## config.mk

```make
export PLATFORM = sky130hd
export DESIGN_NAME = histogram_bin_accumulator_flat
export DESIGN_NICKNAME = d
export VERILOG_FILES = /design/src/rtl/histogram_bin_accumulator_pkg.sv /design/src/rtl/histogram_bin_accumulator_if.sv /design/src/rtl/histogram_bin_accumulator_ram.sv /design/src/rtl/histogram_bin_accumulator.sv /design/src/flat_wrapper.sv
export SDC_FILE = /design/constraint.sdc
export NUM_CORES = 2
export LEC_CHECK = 0
export CORE_ASPECT_RATIO = 0.9
export CORE_UTILIZATION = 56
export CTS_CLUSTER_SIZE = 10
export DETAILED_ROUTE_END_ITERATION = 8
export PLACE_DENSITY = 0.75
export SLEW_MARGIN = 10
export SYNTH_ARGS = -nofsm -noshare
export SYNTH_HDL_FRONTEND = slang
export SYNTH_SLANG_ARGS = --single-unit
```

## constraint.sdc

```tcl
create_clock -name clk -period 6.3 [get_ports clk]
set_input_delay 1.26 -clock clk [delete_from_list [all_inputs] [get_ports clk]]
set_output_delay 1.26 -clock clk [all_outputs]
set_load 0.05 [all_outputs]
```

## src/rtl/histogram_bin_accumulator_pkg.sv

```systemverilog
// Shared types and helpers for the histogram bin accumulator: FSM states,
// bin-count derivation and sample-to-bin extraction.
package histogram_bin_accumulator_pkg;

  typedef enum logic [1:0] {
    ST_CLEAR = 2'd0,
    ST_RUN   = 2'd1,
    ST_DRAIN = 2'd2
  } state_t;

  function automatic int bin_count(input int bin_bits);
    return 1 << bin_bits;
  endfunction

  // The bin index is the top bin_bits bits of the sample.
  function automatic int unsigned sample_to_bin(input logic [63:0] sample,
                                                input int sample_width,
                                                input int bin_bits);
    logic [63:0] mask;
    mask = (64'd1 << bin_bits) - 64'd1;
    return 32'((sample >> (sample_width - bin_bits)) & mask);
  endfunction

endpackage

```

## src/rtl/histogram_bin_accumulator_if.sv

```systemverilog
// Event handshake and host readout bus of the histogram bin accumulator.
// The master drives samples and read requests; the slave is the accumulator.
interface histogram_bin_accumulator_if #(
  parameter int SAMPLE_WIDTH = 16,
  parameter int BIN_BITS     = 6,
  parameter int COUNT_WIDTH  = 32
);
  logic                    event_valid;
  logic                    event_ready;
  logic [SAMPLE_WIDTH-1:0] event_sample;
  logic                    read_en;
  logic [BIN_BITS-1:0]     read_addr;
  logic                    read_valid;
  logic [COUNT_WIDTH-1:0]  read_data;

  modport master (
    output event_valid, event_sample, read_en, read_addr,
    input  event_ready, read_valid, read_data
  );

  modport slave (
    input  event_valid, event_sample, read_en, read_addr,
    output event_ready, read_valid, read_data
  );
endinterface

```

## src/rtl/histogram_bin_accumulator_ram.sv

```systemverilog
// hist_bin_ram: simple dual-port block RAM, one write port and one synchronous
// read port, read-first on address collision, one cycle of read latency.
module hist_bin_ram #(
  parameter int ADDR_WIDTH = 6,
  parameter int DATA_WIDTH = 32
) (
  input  logic                  clk,
  input  logic                  i_we,
  input  logic [ADDR_WIDTH-1:0] i_waddr,
  input  logic [DATA_WIDTH-1:0] i_wdata,
  input  logic [ADDR_WIDTH-1:0] i_raddr,
  output logic [DATA_WIDTH-1:0] o_rdata
);
  logic [DATA_WIDTH-1:0] r_mem [0:(1 << ADDR_WIDTH)-1];
  logic [DATA_WIDTH-1:0] r_rdata;

  // NOTE: the array has no reset so it maps onto block RAM; the clear sweep
  // in the accumulator zeroes it instead. Non-blocking assignments keep the
  // read returning the pre-write word when both ports hit the same address.
  always_ff @(posedge clk) begin
    if (i_we) r_mem[i_waddr] <= i_wdata;
    r_rdata <= r_mem[i_raddr];
  end

  assign o_rdata = r_rdata;
endmodule

```

## src/rtl/histogram_bin_accumulator.sv

```systemverilog
// Pipelined histogram binning stage: read-modify-write per event with one level
// of write forwarding. Optional clamp-at-all-ones via macro HIST_SATURATE_EN.
module histogram_bin_accumulator
  import histogram_bin_accumulator_pkg::*;
#(
  parameter int SAMPLE_WIDTH = 16,
  parameter int BIN_BITS     = 6,
  parameter int COUNT_WIDTH  = 32
) (
  input  logic                        clk,
  input  logic                        reset,
  histogram_bin_accumulator_if.slave  bus,
  input  logic                        clear_start,
  output logic                        clear_busy,
  output logic [31:0]                 total_events,
  output logic                        saturated
);
  localparam int                  BIN_COUNT = bin_count(BIN_BITS);
  localparam logic [BIN_BITS-1:0] LAST_BIN  = BIN_BITS'(BIN_COUNT - 1);

  state_t                 r_state, w_next_state;
  logic [BIN_BITS-1:0]    r_clr_addr;
  logic                   r_p1_valid, r_p2_valid, r_read_valid;
  logic [BIN_BITS-1:0]    r_p1_bin, r_p2_bin;
  logic [COUNT_WIDTH-1:0] r_p2_count;
  logic [31:0]            r_total;

  logic                   w_accept, w_host_read, w_clear_entry;
  logic [BIN_BITS-1:0]    w_evt_bin, w_ram_raddr, w_ram_waddr;
  logic                   w_ram_we;
  logic [COUNT_WIDTH-1:0] w_ram_wdata, w_ram_rdata, w_base, w_new_count;

  assign w_evt_bin = BIN_BITS'(sample_to_bin(64'(bus.event_sample), SAMPLE_WIDTH, BIN_BITS));

  always_ff @(posedge clk) begin
    if (reset) r_state <= ST_CLEAR;
    else       r_state <= w_next_state;
  end

  // NOTE: default first, so every path assigns and no latch is inferred.
  always_comb begin
    w_next_state = r_state;
    case (r_state)
      ST_CLEAR: if (r_clr_addr == LAST_BIN) w_next_state = ST_RUN;
      ST_RUN:   if (clear_start)            w_next_state = ST_DRAIN;
      ST_DRAIN: if (!r_p1_valid)            w_next_state = ST_CLEAR;
      default:                              w_next_state = ST_CLEAR;
    endcase
  end

  // Host reads take the shared RAM read port ahead of new events.
  always_comb begin
    clear_busy      = !reset && (r_state != ST_RUN);
    bus.event_ready = !reset && (r_state == ST_RUN) && !bus.read_en;
    w_host_read     = !reset && (r_state == ST_RUN) && bus.read_en;
    w_accept        = bus.event_valid && bus.event_ready;
    w_clear_entry   = (r_state == ST_DRAIN) && (w_next_state == ST_CLEAR);
    w_ram_raddr     = w_host_read ? bus.read_addr : w_evt_bin;
    w_ram_we        = !reset && ((r_state == ST_CLEAR) || r_p1_valid);
    w_ram_waddr     = (r_state == ST_CLEAR) ? r_clr_addr : r_p1_bin;
    w_ram_wdata     = (r_state == ST_CLEAR) ? '0 : w_new_count;
  end

`ifdef HIST_SATURATE_EN
  logic w_clamp;
`endif

  // The RAM cannot yet see last cycle's write, so take it from p2 on a match.
  always_comb begin
    w_base = (r_p2_valid && (r_p2_bin == r_p1_bin)) ? r_p2_count : w_ram_rdata;
`ifdef HIST_SATURATE_EN
    w_clamp     = r_p1_valid && (&w_base);
    w_new_count = (&w_base) ? w_base : w_base + COUNT_WIDTH'(1);
`else
    w_new_count = w_base + COUNT_WIDTH'(1);
`endif
  end

  always_ff @(posedge clk) begin
    if (reset) begin
      r_p1_valid   <= 1'b0;
      r_p2_valid   <= 1'b0;
      r_read_valid <= 1'b0;
      r_clr_addr   <= '0;
      r_total      <= '0;
      r_p1_bin     <= '0;
      r_p2_bin     <= '0;
      r_p2_count   <= '0;
    end else begin
      r_p1_valid   <= w_accept;
      r_p1_bin     <= w_evt_bin;
      r_p2_valid   <= r_p1_valid;
      r_p2_bin     <= r_p1_bin;
      r_p2_count   <= w_new_count;
      r_read_valid <= w_host_read;
      r_clr_addr   <= (r_state == ST_CLEAR) ? r_clr_addr + BIN_BITS'(1) : '0;
      if (w_clear_entry) r_total <= '0;
      else if (w_accept) r_total <= r_total + 32'd1;
    end
  end

`ifdef HIST_SATURATE_EN
  logic r_saturated;
  always_ff @(posedge clk) begin
    if (reset || w_clear_entry) r_saturated <= 1'b0;
    else if (w_clamp)           r_saturated <= 1'b1;
  end
  assign saturated = r_saturated;
`else
  assign saturated = 1'b0;
`endif

  assign total_events   = r_total;
  assign bus.read_valid = r_read_valid;
  assign bus.read_data  = r_read_valid ? w_ram_rdata : '0;

  hist_bin_ram #(
    .ADDR_WIDTH (BIN_BITS),
    .DATA_WIDTH (COUNT_WIDTH)
  ) u_ram (
    .clk     (clk),
    .i_we    (w_ram_we),
    .i_waddr (w_ram_waddr),
    .i_wdata (w_ram_wdata),
    .i_raddr (w_ram_raddr),
    .o_rdata (w_ram_rdata)
  );
endmodule

```

## src/flat_wrapper.sv

```systemverilog
// flat-port wrapper written by rule: the top's interface ports become plain ports
module histogram_bin_accumulator_flat import histogram_bin_accumulator_pkg::*;
#(
  parameter int SAMPLE_WIDTH = 16,
  parameter int BIN_BITS     = 6,
  parameter int COUNT_WIDTH  = 32
)
  (clk, reset, clear_start, clear_busy, total_events, saturated, bus_event_valid, bus_event_sample, bus_read_en, bus_read_addr, bus_event_ready, bus_read_valid, bus_read_data);
  histogram_bin_accumulator_if #(.SAMPLE_WIDTH(SAMPLE_WIDTH), .BIN_BITS(BIN_BITS), .COUNT_WIDTH(COUNT_WIDTH)) bus_i ();
  input  logic clk;
  input  logic reset;
  input  logic clear_start;
  output logic clear_busy;
  output logic [31:0] total_events;
  output logic saturated;
  input wire logic [$bits(bus_i.event_valid)-1:0] bus_event_valid;
  input wire logic [$bits(bus_i.event_sample)-1:0] bus_event_sample;
  input wire logic [$bits(bus_i.read_en)-1:0] bus_read_en;
  input wire logic [$bits(bus_i.read_addr)-1:0] bus_read_addr;
  output wire logic [$bits(bus_i.event_ready)-1:0] bus_event_ready;
  output wire logic [$bits(bus_i.read_valid)-1:0] bus_read_valid;
  output wire logic [$bits(bus_i.read_data)-1:0] bus_read_data;
  assign bus_i.event_valid = bus_event_valid;
  assign bus_i.event_sample = bus_event_sample;
  assign bus_i.read_en = bus_read_en;
  assign bus_i.read_addr = bus_read_addr;
  assign bus_event_ready = bus_i.event_ready;
  assign bus_read_valid = bus_i.read_valid;
  assign bus_read_data = bus_i.read_data;
  histogram_bin_accumulator #(.SAMPLE_WIDTH(SAMPLE_WIDTH), .BIN_BITS(BIN_BITS), .COUNT_WIDTH(COUNT_WIDTH)) u_core (.clk(clk), .reset(reset), .bus(bus_i), .clear_start(clear_start), .clear_busy(clear_busy), .total_events(total_events), .saturated(saturated));
endmodule
```

After elaboration in Yosys (flattened, before gate mapping) --
Memories as Yosys holds them, arrays and structs flattened. A register that Yosys moved wholly into a read port is not among the register bits. Index checks and enable logic that the tools add are counted.
Storage, ports and cells: flip-flop bits (word level) 87, RAM bits 2048, input bits 27, output and inout port bits 68, logic and storage cells 45, memories 1
Memory list:
- u_core.u_ram.r_mem | words 64, width 32, rd ports 1, clocked after Yosys merged registers in 1, wr ports 1, RTL line histogram_bin_accumulator_ram.sv:14 | logic [DATA_WIDTH-1:0] r_mem [0:(1 << ADDR_WIDTH)-1];
Operators by class: $add $sub $neg 3, equality and inequality tests 5, multiplexer cells 11, bitwise operators 1, reductions and logical operators 15
Operators with widths (number):
- $mux 32 | 3
- $add 32x1->32 const B | 2
- $mux 6 | 2
- $logic_and 1x1->1 | 8
- $add 6x1->6 const B | 1
- $eq 6x6->1 | 1
- $eq 6x6->1 const B | 1
- $mux 2 | 3
- $pmux 2 s3 | 1
- $logic_not 2->1 | 2
- $reduce_or 2->1 | 2
- $eq 2x1->1 const B | 1
- $eq 2x2->1 const B | 1
- $logic_not 1->1 | 2
- $mux 1 | 2
- $ne 2x1->1 const B | 1
- $logic_or 1x1->1 | 1
- $not 1->1 | 1

Depth between registers and ports, before layout --
depth in word-level cells 6, gate-level depth with buffers 16, depth with buffers taken out 11

Cells and area by module --
From an unflattened synthesis, not the netlist that was laid out.
Second synthesis, totals: cells, all modules 3989, area, all modules 83770.3 µm²
Modules (own cells, without submodules):
- hist_bin_ram | times used 1, cells each 3324, area each 78515.3 µm², seq. area each 62139.6 µm²
- histogram_bin_accumulator | times used 1, cells each 665, area each 5255.0 µm², seq. area each 1741.7 µm²

Worst setup path after synthesis --
No wires, ideal clock.
kind register to register, from register u_core.r_p1_bin[1], to memory u_core.u_ram.r_mem[0][16], data pin, library setup time 740 ps, arrival 6160 ps, required time 5560 ps, path slack -600 ps, stages on the path, launching flop included 16, buffers on the path 5, period minus slack after synthesis 6900 ps, cells stage by stage dfxtp_1 -> xor2_1 -> or3_1 -> buf_2 -> clkbuf_1 -> nor2_1 -> clkbuf_1 -> clkbuf_1 -> nand2_1 -> nand2_1 -> ha_1 -> inv_1 -> a221oi_1 -> clkbuf_1 -> nand2_1 -> a221oi_1
On the way: cells in the longest elaborated chain, start to end 5
Ends and longest elaborated chain:
- start: declaration | RTL line histogram_bin_accumulator.sv:24 | logic [BIN_BITS-1:0] r_p1_bin, r_p2_bin;
- start signal: assignment | RTL line histogram_bin_accumulator.sv:91 | r_p1_bin <= w_evt_bin;
- $eq 6x6->1 | RTL line histogram_bin_accumulator.sv:70 | w_base = (r_p2_valid && (r_p2_bin == r_p1_bin)) ? r_p2_count : w_ram_rdata;
- $logic_and 1x1->1 | RTL line histogram_bin_accumulator.sv:70
- $mux 32 | RTL line histogram_bin_accumulator.sv:70
- $add 32x1->32 | RTL line histogram_bin_accumulator.sv:75 | w_new_count = w_base + COUNT_WIDTH'(1);
- $mux 32 | RTL line histogram_bin_accumulator.sv:61 | w_ram_wdata = (r_state == ST_CLEAR) ? '0 : w_new_count;
- named net u_core.u_ram.i_wdata[16] | RTL line histogram_bin_accumulator_ram.sv:10 | input logic [DATA_WIDTH-1:0] i_wdata,
- end: declaration | RTL line histogram_bin_accumulator_ram.sv:14
The timed path passes the listed nets, and every way through them passes these cells.

Final worst setup path --
from register u_core.r_p1_bin[4], to memory u_core.u_ram.r_mem[51][28], data pin
The elaborated chain is that of the path after synthesis.

==> out/qor.yml <==
grt_max_degree: 96
cts.repair.resized: 0
grt_pass1_vias: 49500
core_um2: 151000
synth_edf_count: 2048
globalplace.congestion: 0.949
async_reset_ff_share_pct: 0
ant_nets: 0
cts_buffers: 236
crit_fanout: 24
crit_arrival_ns: 5.88
critPathBufInv: 3
start_kind: "register"
synthToLayoutAreaGrowth_pct: 13.6
synth_seq_area_share_pct: 74.5
postCtsHoldBufs: 0
drive_above_1_share_pct: 14.4
worst_ir_drop_vdd_mv: 0.332
reg2regPathDepth: 13
tns_ns: 0
power.leakage_nw: 31.6
fin_worst_skew_ns: 0.0553
setup_viol: 0
critPathMaxStageDelay_ns: 1.04
crit_path_frequent_cell: "nand2_1"
status: "completed"
hold_viol: 0
cp_top_family: "simple AND/OR/NAND/NOR gates"
root_buffer: "clkbuf_16"
hp-class: "reg2reg"
yosys.area.top_type: "edfxtp_1"
slew_viol_final: 0
syn_avg_cell_area_um2: 15.8
synth_top_cell_area_share_pct: 71.7
avgViaCountPerCell: 6.64
rsz0062_at_grt: "no"
post_cts_buffers: 0
r2r-end: "u_core.u_ram.r_mem[51][28]$_DFFE_PP_"
end_kind: "register"
cts_tree: "done"
worstPathRequired_ns: 6.93
nNetsFinal: 5697
fp.dieH_um: 373
wl_um: 238000
grt_use_total_pct: 30.5
antenna_found_initial: 14
port_buffers: 83
p_per_area_nw_per_um2: 302
synth.area.top_cells: "edfxtp_1 72%, mux2i_1 6.0%, nand2_1 4.0%"
drc: 0
rr_startpoint: "u_core.r_p1_bin[4]$_SDFF_PP0_"
yosysWarnings: 0
firstDrtPassIters: 7
cp_slowest_cell: "nor3b_4"
crit_type: "reg2reg"
cts_max_level: 4
clkLatencyLatePin_ns: 0.87
drv_cap: 0
clkSlewWorstSetupHoldPaths_ns: 0.06
fp-row-count: 135
ios: 95
num_vias: 51500
dp_hpwl_um: 141000
initial_core_util_pct: 56.7
ys_types: 64
fillCellCount: 10100
synthFlopType: "edfxtp_1"
cts_buffer_depth: 3
syn-num-nets: 5461
synth-seq-cells: 2167
fmax_mhz: 191
syn_area_um2: 85800
whs_ns: 0.516
rrSetupSlack_ns: 1.05
dieArea_um2: 155000
die_w_um: 415
grt_remaining_overflow: 0
clock_sink_count: 2167
timing.final.crit_share_pct: 83.3
drtIter0Drc: 8122
syn_inst: 5431
worstSetupPathDepth: 13
period_minus_slack_ns: 5.25
wl_per_cell_um: 30.7
crit_chain: "xnor2_1, and4_1, nand2_1, nand2_1, nand2_1, ha_1, inv_1, a221oi_1, buf_4, and3_1, nand4_1, nor3b_4, buf_4"
worstMarginPinSlew_ns: 1.30
grt_pass1_wl_um: 340000
maxSlewHeadroom_pct: 13.4
crit_start: "u_core.r_p1_bin[4]$_SDFF_PP0_"
crit_end: "u_core.u_ram.r_mem[51][28]$_DFFE_PP_"
[how the worst min path moves through the flow]
stage,cells after the start,end,slack (ns),from
3_3_place_gp,2,u_core.total_events[20]$_SDFFE_PP0P_,0.48,u_core.total_events[20]$_SDFFE_PP0P_
2_1_floorplan,1,u_core.r_clr_addr[0]$_SDFF_PP0_,0.45,u_core.r_clr_addr[0]$_SDFF_PP0_
5_1_grt,2,u_core.total_events[29]$_SDFFE_PP0P_,0.54,u_core.total_events[29]$_SDFFE_PP0P_
4_1_cts,1,u_core.r_clr_addr[0]$_SDFF_PP0_,0.52,u_core.r_clr_addr[0]$_SDFF_PP0_
6_report,2,u_core.total_events[29]$_SDFFE_PP0P_,0.52,u_core.total_events[29]$_SDFFE_PP0P_
3_5_place_dp,1,u_core.r_clr_addr[0]$_SDFF_PP0_,0.50,u_core.r_clr_addr[0]$_SDFF_PP0_
[cell type report]
type | count | area, um^2 | area share (%)
antenna | 5 | 12.5 | 0.0128
clock buffer | 322 | 6280 | 6.45
clock inverter | 19 | 305 | 0.313
inverter | 19 | 73.8 | 0.0758
multi-input combinational | 2927 | 21500 | 22.1
sequential | 2167 | 63900 | 65.6
tap | 1986 | 2480 | 2.55
timing repair buffer | 316 | 2910 | 2.98
[layer usage]
| metal | global-route usage, % | routed length [um] |
|---|---|---|
| met5 | 0 | 87 |
| met4 | 14.7 | 12600 |
| met3 | 7.57 | 31200 |
| met2 | 45.6 | 107000 |
| met1 | 42.3 | 88000 |
[worst min-delay path: stages (launching register included)]
cell	delay, ns
dfxtp_1	0.33
o21ai_0	0.08
a21oi_1	0.06
[power by group]
| group | switching [mW] | internal, mW | total (mW) |
|---|---|---|---|
| registers | 0.150 | 15.6 | 15.8 |
| logic | 0.927 | 0.497 | 1.42 |
| clock network | 5.35 | 6.89 | 12.2 |
[logic make-up (layout without fill, tap and decap cells)]
family,Yosys count,after routing,share of synthesized area [%]
buf+inv,337,676,1.58
other cells,1,6,0.00437
compound gates,470,470,4.09
xor+xnor,57,57,0.582
flops,2167,2167,74.5
fa+ha+maj,3,3,0.0438
mux,727,727,10.6
simple gates,1669,1669,8.66
[per-stage QoR]
stage	instance area [um^2]	util, %	std cells	setup WS, ns	power (mW)
after floorplan	85800	-	5431	0.528	16.8
after global placement	90800	60.0	7413	1.07	17.4
after detailed placement	90800	60.0	7413	0.943	17.4
after CTS	97400	64.3	7754	1.17	29.5
after global routing	97400	64.4	7756	0.781	30.1
final	97400	64.4	7761	1.05	29.5
[synthesized netlist by cell type, types with 39 or more instances]
cell type,n
buf_2,61
mux2_2,76
nor2_1,179
o21ai_0,80
mux2i_1,514
nand3_1,216
buf_1,56
nand2_1,925
a32oi_1,45
edfxtp_1,2048
and3_1,105
clkbuf_1,198
a21oi_1,43
dfxtp_1,119
mux4_2,136
nand4_1,82
a311oi_1,94
and2_1,40
a22oi_1,59
nor3_1,39
[flip-flops by register name, summed over array words and instances, names as in the netlist]
register               flops
u_core.r_clr_addr          6
u_core.r_p2_bin            6
u_core.total_events       32
u_core.r_p1_bin            6
u_core.r_p2_valid          1
u_core.u_ram.o_rdata      32
u_core.r_state             2
u_core.u_ram.r_mem      2048
u_core.bus.read_valid      1
u_core.r_p1_valid          1
u_core.r_p2_count         32
[placed cells by master (no fill, tap or decap), types with 17 or more instances in the layout]
master,instances
edfxtp_1,2048
nand2_1,925
mux2i_1,506
clkbuf_16,238
nand3_1,216
buf_4,207
mux4_2,136
dfxtp_1,119
and3_1,105
a311oi_1,94
nor2_4,89
nor2_1,85
clkbuf_1,83
nand4_1,82
clkdlybuf4s50_1,82
o21ai_0,80
mux2_2,73
a22oi_1,59
a32oi_1,45
a21oi_1,43
and2_1,38
nor3_1,30
xor2_1,29
xnor2_1,28
a222oi_1,27
a31oi_1,26
buf_12,25
a221oi_1,19
a21o_1,19
inv_1,18
nor2b_1,17
(Power assumes the default switching activity.)
